`config.mk`:
```
export PLATFORM = sky130hd
export DESIGN_NAME = axi_aw_router_flat
export DESIGN_NICKNAME = d
export VERILOG_FILES = /design/src/rtl/axi_aw_router_if.sv /design/src/rtl/axi_aw_router.sv /design/src/flat_wrapper.sv
export SDC_FILE = /design/constraint.sdc
export NUM_CORES = 1
export LEC_CHECK = 0
export ABC_AREA = 1
export CORE_AREA = 3 3 76 78
export DETAILED_ROUTE_END_ITERATION = 10
export DIE_AREA = 0 0 79 81
export GPL_TIMING_DRIVEN = 0
export PLACE_DENSITY = 0.81
export SLEW_MARGIN = 0
export SYNTH_ARGS = -nofsm -noshare
export SYNTH_HDL_FRONTEND = slang
export SYNTH_SLANG_ARGS = --single-unit
```
`constraint.sdc`:
```
create_clock -name ACLK -period 2.7 [get_ports ACLK]
set_input_delay 0.54 -clock ACLK [delete_from_list [all_inputs] [get_ports ACLK]]
set_output_delay 0.54 -clock ACLK [all_outputs]
set_load 0.005 [all_outputs]
```
`src/rtl/axi_aw_router_if.sv`:
```
// axi_aw_router_if
//   Bundles the write-address, write-data and default-slave response
//   signals seen by axi_aw_router.
//   Modports:
//     slave  - the router's view: takes the master AW/W channels, drives
//              the per-slave AW/W fan-out and the default-slave B channel.
//     master - the surrounding system's view (master plus slaves), the
//              mirror image of the slave modport.
//   Width macros (AXI_ID_BITS, AXI_ADDR_BITS, AXI_LEN_BITS, AXI_SIZE_BITS,
//   AXI_IDS_BITS) take defaults here unless defined beforehand. The
//   slave-side ID is four bits wider than the master ID, because the
//   4-bit master index is prepended to it.

`ifndef AXI_ID_BITS
`define AXI_ID_BITS 4
`endif
`ifndef AXI_ADDR_BITS
`define AXI_ADDR_BITS 32
`endif
`ifndef AXI_LEN_BITS
`define AXI_LEN_BITS 8
`endif
`ifndef AXI_SIZE_BITS
`define AXI_SIZE_BITS 3
`endif
`ifndef AXI_IDS_BITS
`define AXI_IDS_BITS (`AXI_ID_BITS + 4)
`endif

interface axi_aw_router_if #(
  parameter int NUM_SLAVES = 2
);
  // Master AW channel
  logic [`AXI_ID_BITS-1:0]   AWID;
  logic [`AXI_ADDR_BITS-1:0] AWADDR;
  logic [`AXI_LEN_BITS-1:0]  AWLEN;
  logic [`AXI_SIZE_BITS-1:0] AWSIZE;
  logic [1:0]                AWBURST;
  logic                      AWVALID;
  logic                      AWREADY;
  // Broadcast AW payload plus per-slave handshake
  logic [`AXI_IDS_BITS-1:0]  AWID_S;
  logic [`AXI_ADDR_BITS-1:0] AWADDR_S;
  logic [`AXI_LEN_BITS-1:0]  AWLEN_S;
  logic [`AXI_SIZE_BITS-1:0] AWSIZE_S;
  logic [1:0]                AWBURST_S;
  logic [NUM_SLAVES-1:0]     AWVALID_S;
  logic [NUM_SLAVES-1:0]     AWREADY_S;
  // W handshake, master side and per-slave side
  logic                      WVALID;
  logic                      WLAST;
  logic                      WREADY;
  logic [NUM_SLAVES-1:0]     WVALID_S;
  logic [NUM_SLAVES-1:0]     WREADY_S;
  // Default-slave B channel
  logic [`AXI_IDS_BITS-1:0]  BID_D;
  logic [1:0]                BRESP_D;
  logic                      BVALID_D;
  logic                      BREADY_D;

  modport slave (
    input  AWID, AWADDR, AWLEN, AWSIZE, AWBURST, AWVALID,
    output AWREADY,
    output AWID_S, AWADDR_S, AWLEN_S, AWSIZE_S, AWBURST_S, AWVALID_S,
    input  AWREADY_S,
    input  WVALID, WLAST,
    output WREADY,
    output WVALID_S,
    input  WREADY_S,
    output BID_D, BRESP_D, BVALID_D,
    input  BREADY_D
  );

  modport master (
    output AWID, AWADDR, AWLEN, AWSIZE, AWBURST, AWVALID,
    input  AWREADY,
    input  AWID_S, AWADDR_S, AWLEN_S, AWSIZE_S, AWBURST_S, AWVALID_S,
    output AWREADY_S,
    output WVALID, WLAST,
    input  WREADY,
    input  WVALID_S,
    output WREADY_S,
    input  BID_D, BRESP_D, BVALID_D,
    output BREADY_D
  );
endinterface

```
`src/rtl/axi_aw_router.sv`:
```
// axi_aw_router
//   Routes one AXI master's write-address channel to NUM_SLAVES decoded
//   slaves. Each address is matched against an inclusive [base, limit]
//   window, and the lowest matching index wins. An address that matches
//   no window goes to an internal default slave (DEF). DEF swallows the
//   W data and answers with DECERR on its own B channel.
//   Every accepted AW pushes its destination index into a route FIFO
//   that is OST_DEPTH entries deep. The FIFO head steers the W channel,
//   and a WLAST handshake pops the head.
//   Ports:
//     ACLK, ARESET - clock, synchronous active-high reset
//     bus          - axi_aw_router_if.slave (master AW/W, per-slave AW/W,
//                    DEF B channel)
//     OST_CNT      - route FIFO occupancy
//   Optional feature: when the macro AXI_AW_REG_SLICE_EN is defined, a
//   one-entry register slice drives the slave-facing AW outputs, which
//   adds one cycle of AW latency. When the macro is not defined, the AW
//   path is purely combinational.

module axi_aw_router #(
  parameter int NUM_SLAVES = 2,
  // Index 0 is the rightmost element: slave 0 = 0x0000..0xffff,
  // slave 1 = 0x1_0000..0x1_ffff.
  parameter logic [NUM_SLAVES-1:0][`AXI_ADDR_BITS-1:0] SLV_BASE  = {32'h0001_0000, 32'h0000_0000},
  parameter logic [NUM_SLAVES-1:0][`AXI_ADDR_BITS-1:0] SLV_LIMIT = {32'h0001_ffff, 32'h0000_ffff},
  parameter int OST_DEPTH = 4,
  parameter logic [3:0] MID = 4'h0
) (
  input  logic                       ACLK,
  input  logic                       ARESET,
  axi_aw_router_if.slave             bus,
  output logic [$clog2(OST_DEPTH):0] OST_CNT
);

  localparam int SW  = $clog2(NUM_SLAVES + 1);
  localparam int PW  = $clog2(OST_DEPTH);
  localparam int CW  = PW + 1;
  localparam int IDS = `AXI_IDS_BITS;
  localparam logic [SW-1:0] DEF_IDX = SW'(NUM_SLAVES);

  typedef enum logic [1:0] {
    DEF_IDLE,
    DEF_WAIT_W,
    DEF_RESP
  } def_state_e;

  // ---------------------------------------------------------------- decode
  logic [NUM_SLAVES-1:0] hit;
  logic [SW-1:0]         dec_sel;

  for (genvar gi = 0; gi < NUM_SLAVES; gi++) begin : g_dec
    assign hit[gi] = (bus.AWADDR >= SLV_BASE[gi]) && (bus.AWADDR <= SLV_LIMIT[gi]);
  end

  // Scan from the top index down, so the lowest matching index is the
  // last to overwrite dec_sel and therefore wins.
  always_comb begin
    dec_sel = DEF_IDX;
    for (int i = NUM_SLAVES - 1; i >= 0; i--) begin
      if (hit[i]) dec_sel = SW'(i);
    end
  end

  // ------------------------------------------------------------ route FIFO
  logic [SW-1:0] route_mem_q [OST_DEPTH];
  logic [PW-1:0] wr_ptr_q, wr_ptr_d;
  logic [PW-1:0] rd_ptr_q, rd_ptr_d;
  logic [CW-1:0] cnt_q, cnt_d;
  logic          full, empty, push, pop;
  logic [SW-1:0] head;

  assign full  = (cnt_q == CW'(OST_DEPTH));
  assign empty = (cnt_q == '0);
  assign head  = route_mem_q[rd_ptr_q];
  assign OST_CNT = cnt_q;

  // --------------------------------------------------------------- AW path
  // ds_* is the slave-facing side of the AW path. It comes either
  // straight from the master or from the register slice.
  logic           ds_valid;
  logic [SW-1:0]  ds_sel;
  logic [IDS-1:0] ds_id;
  logic           ds_ready;
  logic           ds_hs;
  logic           aw_ready;
  logic           aw_hs;
  logic           def_aw_ready;
  logic           def_w_ready;
  logic           def_aw_hs;
  logic [NUM_SLAVES-1:0] aw_valid_s;

  always_comb begin
    ds_ready = def_aw_ready;
    for (int i = 0; i < NUM_SLAVES; i++) begin
      if (ds_sel == SW'(i)) ds_ready = bus.AWREADY_S[i];
    end
  end

`ifdef AXI_AW_REG_SLICE_EN
  logic                       slice_valid_q, slice_valid_d;
  logic [SW-1:0]              slice_sel_q, slice_sel_d;
  logic [IDS-1:0]             slice_id_q, slice_id_d;
  logic [`AXI_ADDR_BITS-1:0]  slice_addr_q, slice_addr_d;
  logic [`AXI_LEN_BITS-1:0]   slice_len_q, slice_len_d;
  logic [`AXI_SIZE_BITS-1:0]  slice_size_q, slice_size_d;
  logic [1:0]                 slice_burst_q, slice_burst_d;

  assign ds_valid = slice_valid_q;
  assign ds_sel   = slice_sel_q;
  assign ds_id    = slice_id_q;
  assign ds_hs    = ds_valid && ds_ready;
  // The slice can take a new entry when it is empty, or when its current
  // entry leaves in this same cycle.
  assign aw_ready = (!slice_valid_q || ds_hs) && !full;
  assign aw_hs    = bus.AWVALID && aw_ready;

  always_comb begin
    slice_valid_d = slice_valid_q;
    slice_sel_d   = slice_sel_q;
    slice_id_d    = slice_id_q;
    slice_addr_d  = slice_addr_q;
    slice_len_d   = slice_len_q;
    slice_size_d  = slice_size_q;
    slice_burst_d = slice_burst_q;
    if (ds_hs) slice_valid_d = 1'b0;
    if (aw_hs) begin
      slice_valid_d = 1'b1;
      slice_sel_d   = dec_sel;
      slice_id_d    = {MID, bus.AWID};
      slice_addr_d  = bus.AWADDR;
      slice_len_d   = bus.AWLEN;
      slice_size_d  = bus.AWSIZE;
      slice_burst_d = bus.AWBURST;
    end
  end

  always_ff @(posedge ACLK) begin
    if (ARESET) begin
      slice_valid_q <= 1'b0;
      slice_sel_q   <= '0;
      slice_id_q    <= '0;
      slice_addr_q  <= '0;
      slice_len_q   <= '0;
      slice_size_q  <= '0;
      slice_burst_q <= '0;
    end else begin
      slice_valid_q <= slice_valid_d;
      slice_sel_q   <= slice_sel_d;
      slice_id_q    <= slice_id_d;
      slice_addr_q  <= slice_addr_d;
      slice_len_q   <= slice_len_d;
      slice_size_q  <= slice_size_d;
      slice_burst_q <= slice_burst_d;
    end
  end

  assign bus.AWID_S    = slice_id_q;
  assign bus.AWADDR_S  = slice_addr_q;
  assign bus.AWLEN_S   = slice_len_q;
  assign bus.AWSIZE_S  = slice_size_q;
  assign bus.AWBURST_S = slice_burst_q;
`else
  assign ds_valid = bus.AWVALID && !full;
  assign ds_sel   = dec_sel;
  assign ds_id    = {MID, bus.AWID};
  assign aw_ready = ds_ready && !full;
  assign aw_hs    = bus.AWVALID && aw_ready;
  assign ds_hs    = aw_hs;

  assign bus.AWID_S    = ds_id;
  assign bus.AWADDR_S  = bus.AWADDR;
  assign bus.AWLEN_S   = bus.AWLEN;
  assign bus.AWSIZE_S  = bus.AWSIZE;
  assign bus.AWBURST_S = bus.AWBURST;
`endif

  assign def_aw_hs = ds_hs && (ds_sel == DEF_IDX);
  assign push      = aw_hs;

  for (genvar gi = 0; gi < NUM_SLAVES; gi++) begin : g_aw_valid
    assign aw_valid_s[gi] = ds_valid && (ds_sel == SW'(gi));
  end

  assign bus.AWVALID_S = aw_valid_s;
  assign bus.AWREADY   = aw_ready;

  // ---------------------------------------------------------------- W path
  logic                  head_ready;
  logic                  w_ready;
  logic [NUM_SLAVES-1:0] w_valid_s;

  always_comb begin
    head_ready = def_w_ready;
    for (int i = 0; i < NUM_SLAVES; i++) begin
      if (head == SW'(i)) head_ready = bus.WREADY_S[i];
    end
  end

  // An empty FIFO blocks W completely. There is no bypass from AW to W,
  // so a burst can start no earlier than the cycle after its AW handshake.
  assign w_ready = !empty && head_ready;
  assign pop     = bus.WVALID && w_ready && bus.WLAST;

  for (genvar gi = 0; gi < NUM_SLAVES; gi++) begin : g_w_valid
    assign w_valid_s[gi] = !empty && bus.WVALID && (head == SW'(gi));
  end

  assign bus.WVALID_S = w_valid_s;
  assign bus.WREADY   = w_ready;

  always_comb begin
    wr_ptr_d = wr_ptr_q;
    rd_ptr_d = rd_ptr_q;
    cnt_d    = cnt_q + CW'(push) - CW'(pop);
    if (push) wr_ptr_d = wr_ptr_q + PW'(1);
    if (pop)  rd_ptr_d = rd_ptr_q + PW'(1);
  end

  // The FIFO contents need no reset, because the pointers alone decide
  // which entries are live.
  always_ff @(posedge ACLK) begin
    if (push) route_mem_q[wr_ptr_q] <= dec_sel;
  end

  // --------------------------------------------------------- default slave
  def_state_e     def_state_q, def_state_d;
  logic [IDS-1:0] bid_q, bid_d;

  assign def_aw_ready = (def_state_q == DEF_IDLE);
  assign def_w_ready  = (def_state_q == DEF_WAIT_W) && (head == DEF_IDX);

  always_comb begin
    def_state_d = def_state_q;
    bid_d       = bid_q;
    case (def_state_q)
      DEF_IDLE: begin
        if (def_aw_hs) begin
          bid_d       = ds_id;
          def_state_d = DEF_WAIT_W;
        end
      end
      DEF_WAIT_W: begin
        if (pop && (head == DEF_IDX)) def_state_d = DEF_RESP;
      end
      DEF_RESP: begin
        if (bus.BREADY_D) def_state_d = DEF_IDLE;
      end
      default: def_state_d = DEF_IDLE;
    endcase
  end

  assign bus.BVALID_D = (def_state_q == DEF_RESP);
  assign bus.BRESP_D  = (def_state_q == DEF_RESP) ? 2'b11 : 2'b00;
  assign bus.BID_D    = bid_q;

  // ------------------------------------------------------------ state regs
  always_ff @(posedge ACLK) begin
    if (ARESET) begin
      wr_ptr_q    <= '0;
      rd_ptr_q    <= '0;
      cnt_q       <= '0;
      def_state_q <= DEF_IDLE;
      bid_q       <= '0;
    end else begin
      wr_ptr_q    <= wr_ptr_d;
      rd_ptr_q    <= rd_ptr_d;
      cnt_q       <= cnt_d;
      def_state_q <= def_state_d;
      bid_q       <= bid_d;
    end
  end

endmodule

```
`src/flat_wrapper.sv`:
```
// flat-port wrapper written by rule: the top's interface ports become plain ports
module axi_aw_router_flat 
#(
  parameter int NUM_SLAVES = 2,
                                                                
                                  
  parameter logic [NUM_SLAVES-1:0][`AXI_ADDR_BITS-1:0] SLV_BASE  = {32'h0001_0000, 32'h0000_0000},
  parameter logic [NUM_SLAVES-1:0][`AXI_ADDR_BITS-1:0] SLV_LIMIT = {32'h0001_ffff, 32'h0000_ffff},
  parameter int OST_DEPTH = 4,
  parameter logic [3:0] MID = 4'h0
)
  (ACLK, ARESET, OST_CNT, bus_AWID, bus_AWADDR, bus_AWLEN, bus_AWSIZE, bus_AWBURST, bus_AWVALID, bus_AWREADY, bus_AWID_S, bus_AWADDR_S, bus_AWLEN_S, bus_AWSIZE_S, bus_AWBURST_S, bus_AWVALID_S, bus_AWREADY_S, bus_WVALID, bus_WLAST, bus_WREADY, bus_WVALID_S, bus_WREADY_S, bus_BID_D, bus_BRESP_D, bus_BVALID_D, bus_BREADY_D);
  axi_aw_router_if #(.NUM_SLAVES(NUM_SLAVES)) bus_i ();
  input  logic ACLK;
  input  logic ARESET;
  output logic [$clog2(OST_DEPTH):0] OST_CNT;
  input wire logic [$bits(bus_i.AWID)-1:0] bus_AWID;
  input wire logic [$bits(bus_i.AWADDR)-1:0] bus_AWADDR;
  input wire logic [$bits(bus_i.AWLEN)-1:0] bus_AWLEN;
  input wire logic [$bits(bus_i.AWSIZE)-1:0] bus_AWSIZE;
  input wire logic [$bits(bus_i.AWBURST)-1:0] bus_AWBURST;
  input wire logic [$bits(bus_i.AWVALID)-1:0] bus_AWVALID;
  output wire logic [$bits(bus_i.AWREADY)-1:0] bus_AWREADY;
  output wire logic [$bits(bus_i.AWID_S)-1:0] bus_AWID_S;
  output wire logic [$bits(bus_i.AWADDR_S)-1:0] bus_AWADDR_S;
  output wire logic [$bits(bus_i.AWLEN_S)-1:0] bus_AWLEN_S;
  output wire logic [$bits(bus_i.AWSIZE_S)-1:0] bus_AWSIZE_S;
  output wire logic [$bits(bus_i.AWBURST_S)-1:0] bus_AWBURST_S;
  output wire logic [$bits(bus_i.AWVALID_S)-1:0] bus_AWVALID_S;
  input wire logic [$bits(bus_i.AWREADY_S)-1:0] bus_AWREADY_S;
  input wire logic [$bits(bus_i.WVALID)-1:0] bus_WVALID;
  input wire logic [$bits(bus_i.WLAST)-1:0] bus_WLAST;
  output wire logic [$bits(bus_i.WREADY)-1:0] bus_WREADY;
  output wire logic [$bits(bus_i.WVALID_S)-1:0] bus_WVALID_S;
  input wire logic [$bits(bus_i.WREADY_S)-1:0] bus_WREADY_S;
  output wire logic [$bits(bus_i.BID_D)-1:0] bus_BID_D;
  output wire logic [$bits(bus_i.BRESP_D)-1:0] bus_BRESP_D;
  output wire logic [$bits(bus_i.BVALID_D)-1:0] bus_BVALID_D;
  input wire logic [$bits(bus_i.BREADY_D)-1:0] bus_BREADY_D;
  assign bus_i.AWID = bus_AWID;
  assign bus_i.AWADDR = bus_AWADDR;
  assign bus_i.AWLEN = bus_AWLEN;
  assign bus_i.AWSIZE = bus_AWSIZE;
  assign bus_i.AWBURST = bus_AWBURST;
  assign bus_i.AWVALID = bus_AWVALID;
  assign bus_AWREADY = bus_i.AWREADY;
  assign bus_AWID_S = bus_i.AWID_S;
  assign bus_AWADDR_S = bus_i.AWADDR_S;
  assign bus_AWLEN_S = bus_i.AWLEN_S;
  assign bus_AWSIZE_S = bus_i.AWSIZE_S;
  assign bus_AWBURST_S = bus_i.AWBURST_S;
  assign bus_AWVALID_S = bus_i.AWVALID_S;
  assign bus_i.AWREADY_S = bus_AWREADY_S;
  assign bus_i.WVALID = bus_WVALID;
  assign bus_i.WLAST = bus_WLAST;
  assign bus_WREADY = bus_i.WREADY;
  assign bus_WVALID_S = bus_i.WVALID_S;
  assign bus_i.WREADY_S = bus_WREADY_S;
  assign bus_BID_D = bus_i.BID_D;
  assign bus_BRESP_D = bus_i.BRESP_D;
  assign bus_BVALID_D = bus_i.BVALID_D;
  assign bus_i.BREADY_D = bus_BREADY_D;
  axi_aw_router #(.NUM_SLAVES(NUM_SLAVES), .SLV_BASE(SLV_BASE), .SLV_LIMIT(SLV_LIMIT), .OST_DEPTH(OST_DEPTH), .MID(MID)) u_core (.ACLK(ACLK), .ARESET(ARESET), .bus(bus_i), .OST_CNT(OST_CNT));
endmodule
```
==> results.rst <==
.. list-table::
   :header-rows: 1

   * - Metric
     - Value
   * - Number of nets at the end of the flow
     - 423
   * - Status
     - complete, no violations
   * - Half-perimeter wire length of the detailed placement result
     - 3.54 mm
   * - Area contributors post-synth
     - buf_4 (25%), dfxtp_1 (17%), edfxtp_1 (14%)
   * - Met1 capacity usage during global routing
     - 0.123
   * - Number of synthesized flops with an enable pin
     - 8
   * - Achievable clock frequency
     - 384 MHz
   * - Insertion delay of the later-clocked pin in the worst-skew pair
     - 0.25 ns
   * - H-Tree Level Count
     - 1
   * - Switching power total
     - 0.000362 W
   * - Highest-utilization routing layer at the global route stage
     - met2
   * - Final count of pins violating max slew
     - 0
   * - Standard cell core area
     - 5140 sq um
   * - Final hold violation count
     - 0
   * - Syn-to-layout area delta
     - 66.3%
   * - Top_reg_cell synth
     - dfxtp_1
   * - Critical path class
     - in2out
   * - Ordered cell list for the critical path
     - clkdlybuf4s50_1, nor2_1, nand2_2, nor2_4, buf_4, nand4_1, nand2_2, nor2_8, dlygate4sd2_1
   * - Post-layout util
     - 0.576
   * - Average via count per standard cell
     - 4.04
   * - Top-area cell type share of the netlist area
     - 0.249
   * - Cell family with most CP delay
     - buffers and inverters
   * - DRC violation count after routing
     - 0
   * - Final design area excluding fillers
     - 2960 sq um
   * - Setup crit end kind
     - output pin
   * - Worst-case vdd ir drop
     - 0.000251 V
   * - Routed wirelength normalized by instance count
     - 9.83 um
   * - Sequential power share
     - 0.370
   * - Synth Cell Area
     - 1780 sq um
   * - Hold_buf cts
     - 0
   * - Endpoints failing setup
     - 0
   * - Placed cell area
     - 2820 sq um
   * - Count of pins on the block boundary
     - 132
   * - Setup Skew
     - 0.00245 ns
   * - Buffer type at the clock tree root
     - clkbuf_8
   * - Combinational power share
     - 0.460
   * - Number of I/O port buffers
     - 93
   * - Maximum number of pins on one net before global-route repair
     - 13
   * - Critical path startpoint category
     - input port
   * - Clk network pwr share
     - 0.170
   * - Tot Pwr
     - 0.00117 W
   * - GRT Resource Usage Total
     - 0.127
   * - Number of standard-cell rows in the floorplan
     - 26
   * - Top cells by instance count after synthesis
     - buf_4 (59), nand2_1 (42), inv_1 (36), nor2_1 (34), dfxtp_1 (15)
   * - Total of flip-flops plus latches after synthesis
     - 23
   * - Non-filler instance count after layout
     - 426
   * - Maximum net fanout on the critical path
     - 6
   * - CP max stage delay
     - 0.44 ns
   * - Count of cell types in the netlist
     - 22
   * - Dominant cell type by count on the critical path
     - nand2_2
   * - Buf+Inv Stages, Crit Path
     - 3
   * - Post-Place Cells
     - 414
   * - Initial drt markers
     - 51
   * - Die X
     - 79 um
   * - Vias in the first global route
     - 1718
   * - Antenna violations before repair
     - 0
   * - Weighted congestion reported at the end of routability-driven placement
     - 0.771
   * - Cell-internal power
     - 0.000808 W
   * - Avg Cell Area, Syn
     - 7.29 sq um
   * - Grt met2 use
     - 0.258
   * - Minimum clock period after layout
     - 2.61 ns
   * - YS warnings
     - 0
   * - GR Overflow Total
     - 0
   * - Switching Share
     - 0.309
   * - Met3 Resource Use GR
     - 0.0432
   * - Number of CTS-inserted buffers
     - 3
   * - N_diodes
     - 0
   * - Height of the die
     - 81 um
   * - Share of the yosys chip area belonging to registers
     - 0.304
   * - Count of nets left with antenna violations after detail routing
     - 0
   * - Count of maximum capacitance violations
     - 0
   * - Clock Path Buffers
     - 2
   * - Cell area power density
     - 395 nW/um^2
   * - Clock tree sinks
     - 23
   * - Worst min path class
     - reg2reg
   * - Library cell occupying the most area in the post-synthesis netlist
     - buf_4
   * - Clk slew on worst S/H paths
     - 0.07 ns
   * - Wire length of the first global-routing pass
     - 6.73 mm
   * - CP Data Arrival Time
     - 2.07 ns
   * - Die area
     - 6400 sq um
   * - Total number of vias
     - 1723
   * - Setup TNS
     - 0 ns
   * - Adder and majority gate portion of the synthesized area
     - 0.0534
   * - Required time at the endpoint of the critical path
     - 2.16 ns
   * - Mux contribution to synthesized area
     - 0
   * - Starting Density
     - 0.346
   * - Number of optimization iterations in the first detailed-route pass
     - 4
   * - Detailed-route wire length
     - 4.19 mm
   * - Compound-Gate Fraction of Synth Area
     - 0.0141
   * - Clock tree from TritonCTS
     - done
   * - CP max stage cell
     - clkdlybuf4s50_1
   * - Most repeated cell in the gate-level netlist after synthesis
     - buf_4
   * - Fraction of final layout cells sized beyond drive strength 1
     - 0.256
   * - Fraction of synthesis flops using an asynchronous set or reset pin
     - 0
   * - Xor and xnor area share after synthesis
     - 0.0148
   * - Largest family of logic cells by synthesized area
     - buffers and inverters
   * - Synth Instances
     - 244
   * - Leak pwr
     - 1.44 nW
   * - Final worst path period share
     - 0.965
   * - Share of synthesized cell area in and, or, nand and nor gates
     - 0.272
==> layout make-up <==
cell class | count | area [sq um]
multi-input cells | 126 | 692
well taps | 70 | 87.6
clock buffers | 4 | 45.0
inverters | 42 | 158
repair buffers | 101 | 990
flip-flops and latches | 23 | 541
fillers | 452 | 2180
plain buffers | 60 | 447
==> kinds of logic (layout without fill, tap and decap cells) <==
group                      after synthesis  count (layout)
adders and majority gates                7               7
AOI/OAI and AO/OA                        5               5
other                                    1               8
and+or+nand+nor                        103             103
buffers and inverters                  102             207
xor gates and xnor gates                 3               3
DFF                                     23              23
==> worst reg2reg max path: stages, from the launching register on <==
cell and delay [ns]:
dfxtp_1 0.41, inv_2 0.07, nand2_1 0.06, nand3_1 0.07
nand2_1 0.13, inv_2 0.06, nand3_1 0.06, nand3_1 0.11
nand2_1 0.11, inv_2 0.06, ha_1 0.27, inv_1 0.04
ha_1 0.19, fa_1 0.37, xor2_1 0.17, nor2_1 0.05
==> through the flow <==
step	worst slack (ns)	hold slack [ns]
detailed placement	-0.352	0.487
global placement	-0.322	0.480
floorplan	0.481	0.458
CTS	0.00743	0.497
global route	-0.00582	0.547
finish	0.0949	0.495
==> metal layers <==
metal	share of wire	routed length (um)
met1	0.37	1560
met3	0.13	543
met4	0.0060	25
met5	0	0
met2	0.49	2060
==> timing repair <==
item                                    CTS  global route
pin swaps                                 3             4
resized for setup                         6             6
setup buffers                             6             2
endpoints found under the setup margin    3             3
==> power by group through the flow <==
stage | clock network [W] | registers [W] | logic, W
2_1_floorplan | 0 | 0.000439 | 0.000300
6_report | 0.000199 | 0.000433 | 0.000538
3_3_place_gp | 0 | 0.000440 | 0.000523
4_1_cts | 0.000208 | 0.000433 | 0.000538
5_1_grt | 0.000219 | 0.000438 | 0.000604
3_5_place_dp | 0 | 0.000441 | 0.000539
==> worst paths after layout <==
kind	cells after the start	slack (ns)	start	to
min reg2reg	2	0.50	u_core.rd_ptr_q[1]$_SDFFE_PP0P_	u_core.rd_ptr_q[1]$_SDFFE_PP0P_
max	9	0.09	bus_AWADDR[23]	bus_AWREADY
max reg2reg	15	0.36	register	u_core.OST_CNT[2]$_SDFF_PP0_
min	2	0.50	u_core.rd_ptr_q[1]$_SDFFE_PP0P_	u_core.rd_ptr_q[1]$_SDFFE_PP0P_
==> sequential cells by signal (all words and copies together), names as in the netlist, named ones only <==
register / cells
u_core.OST_CNT: 3
u_core.bus.BID_D: 4
u_core.def_state_q: 2
u_core.rd_ptr_q: 2
u_core.route_mem_q: 8
u_core.wr_ptr_q: 2
==> placed cells by master (no fill, tap or decap), drive strengths merged <==
cell,instances
dlymetal6s2s,1
nand4,7
nor3,1
a21oi,4
edfxtp,8
fa,1
o21ai,1
nor2,38
nand2,46
dlygate4sd2,3
ha,6
buf,67
clkbuf,5
clkdlybuf4s50,89
nand3,11
conb,8
xor2,3
inv,42
dfxtp,15
(Power assumes the default switching activity.)
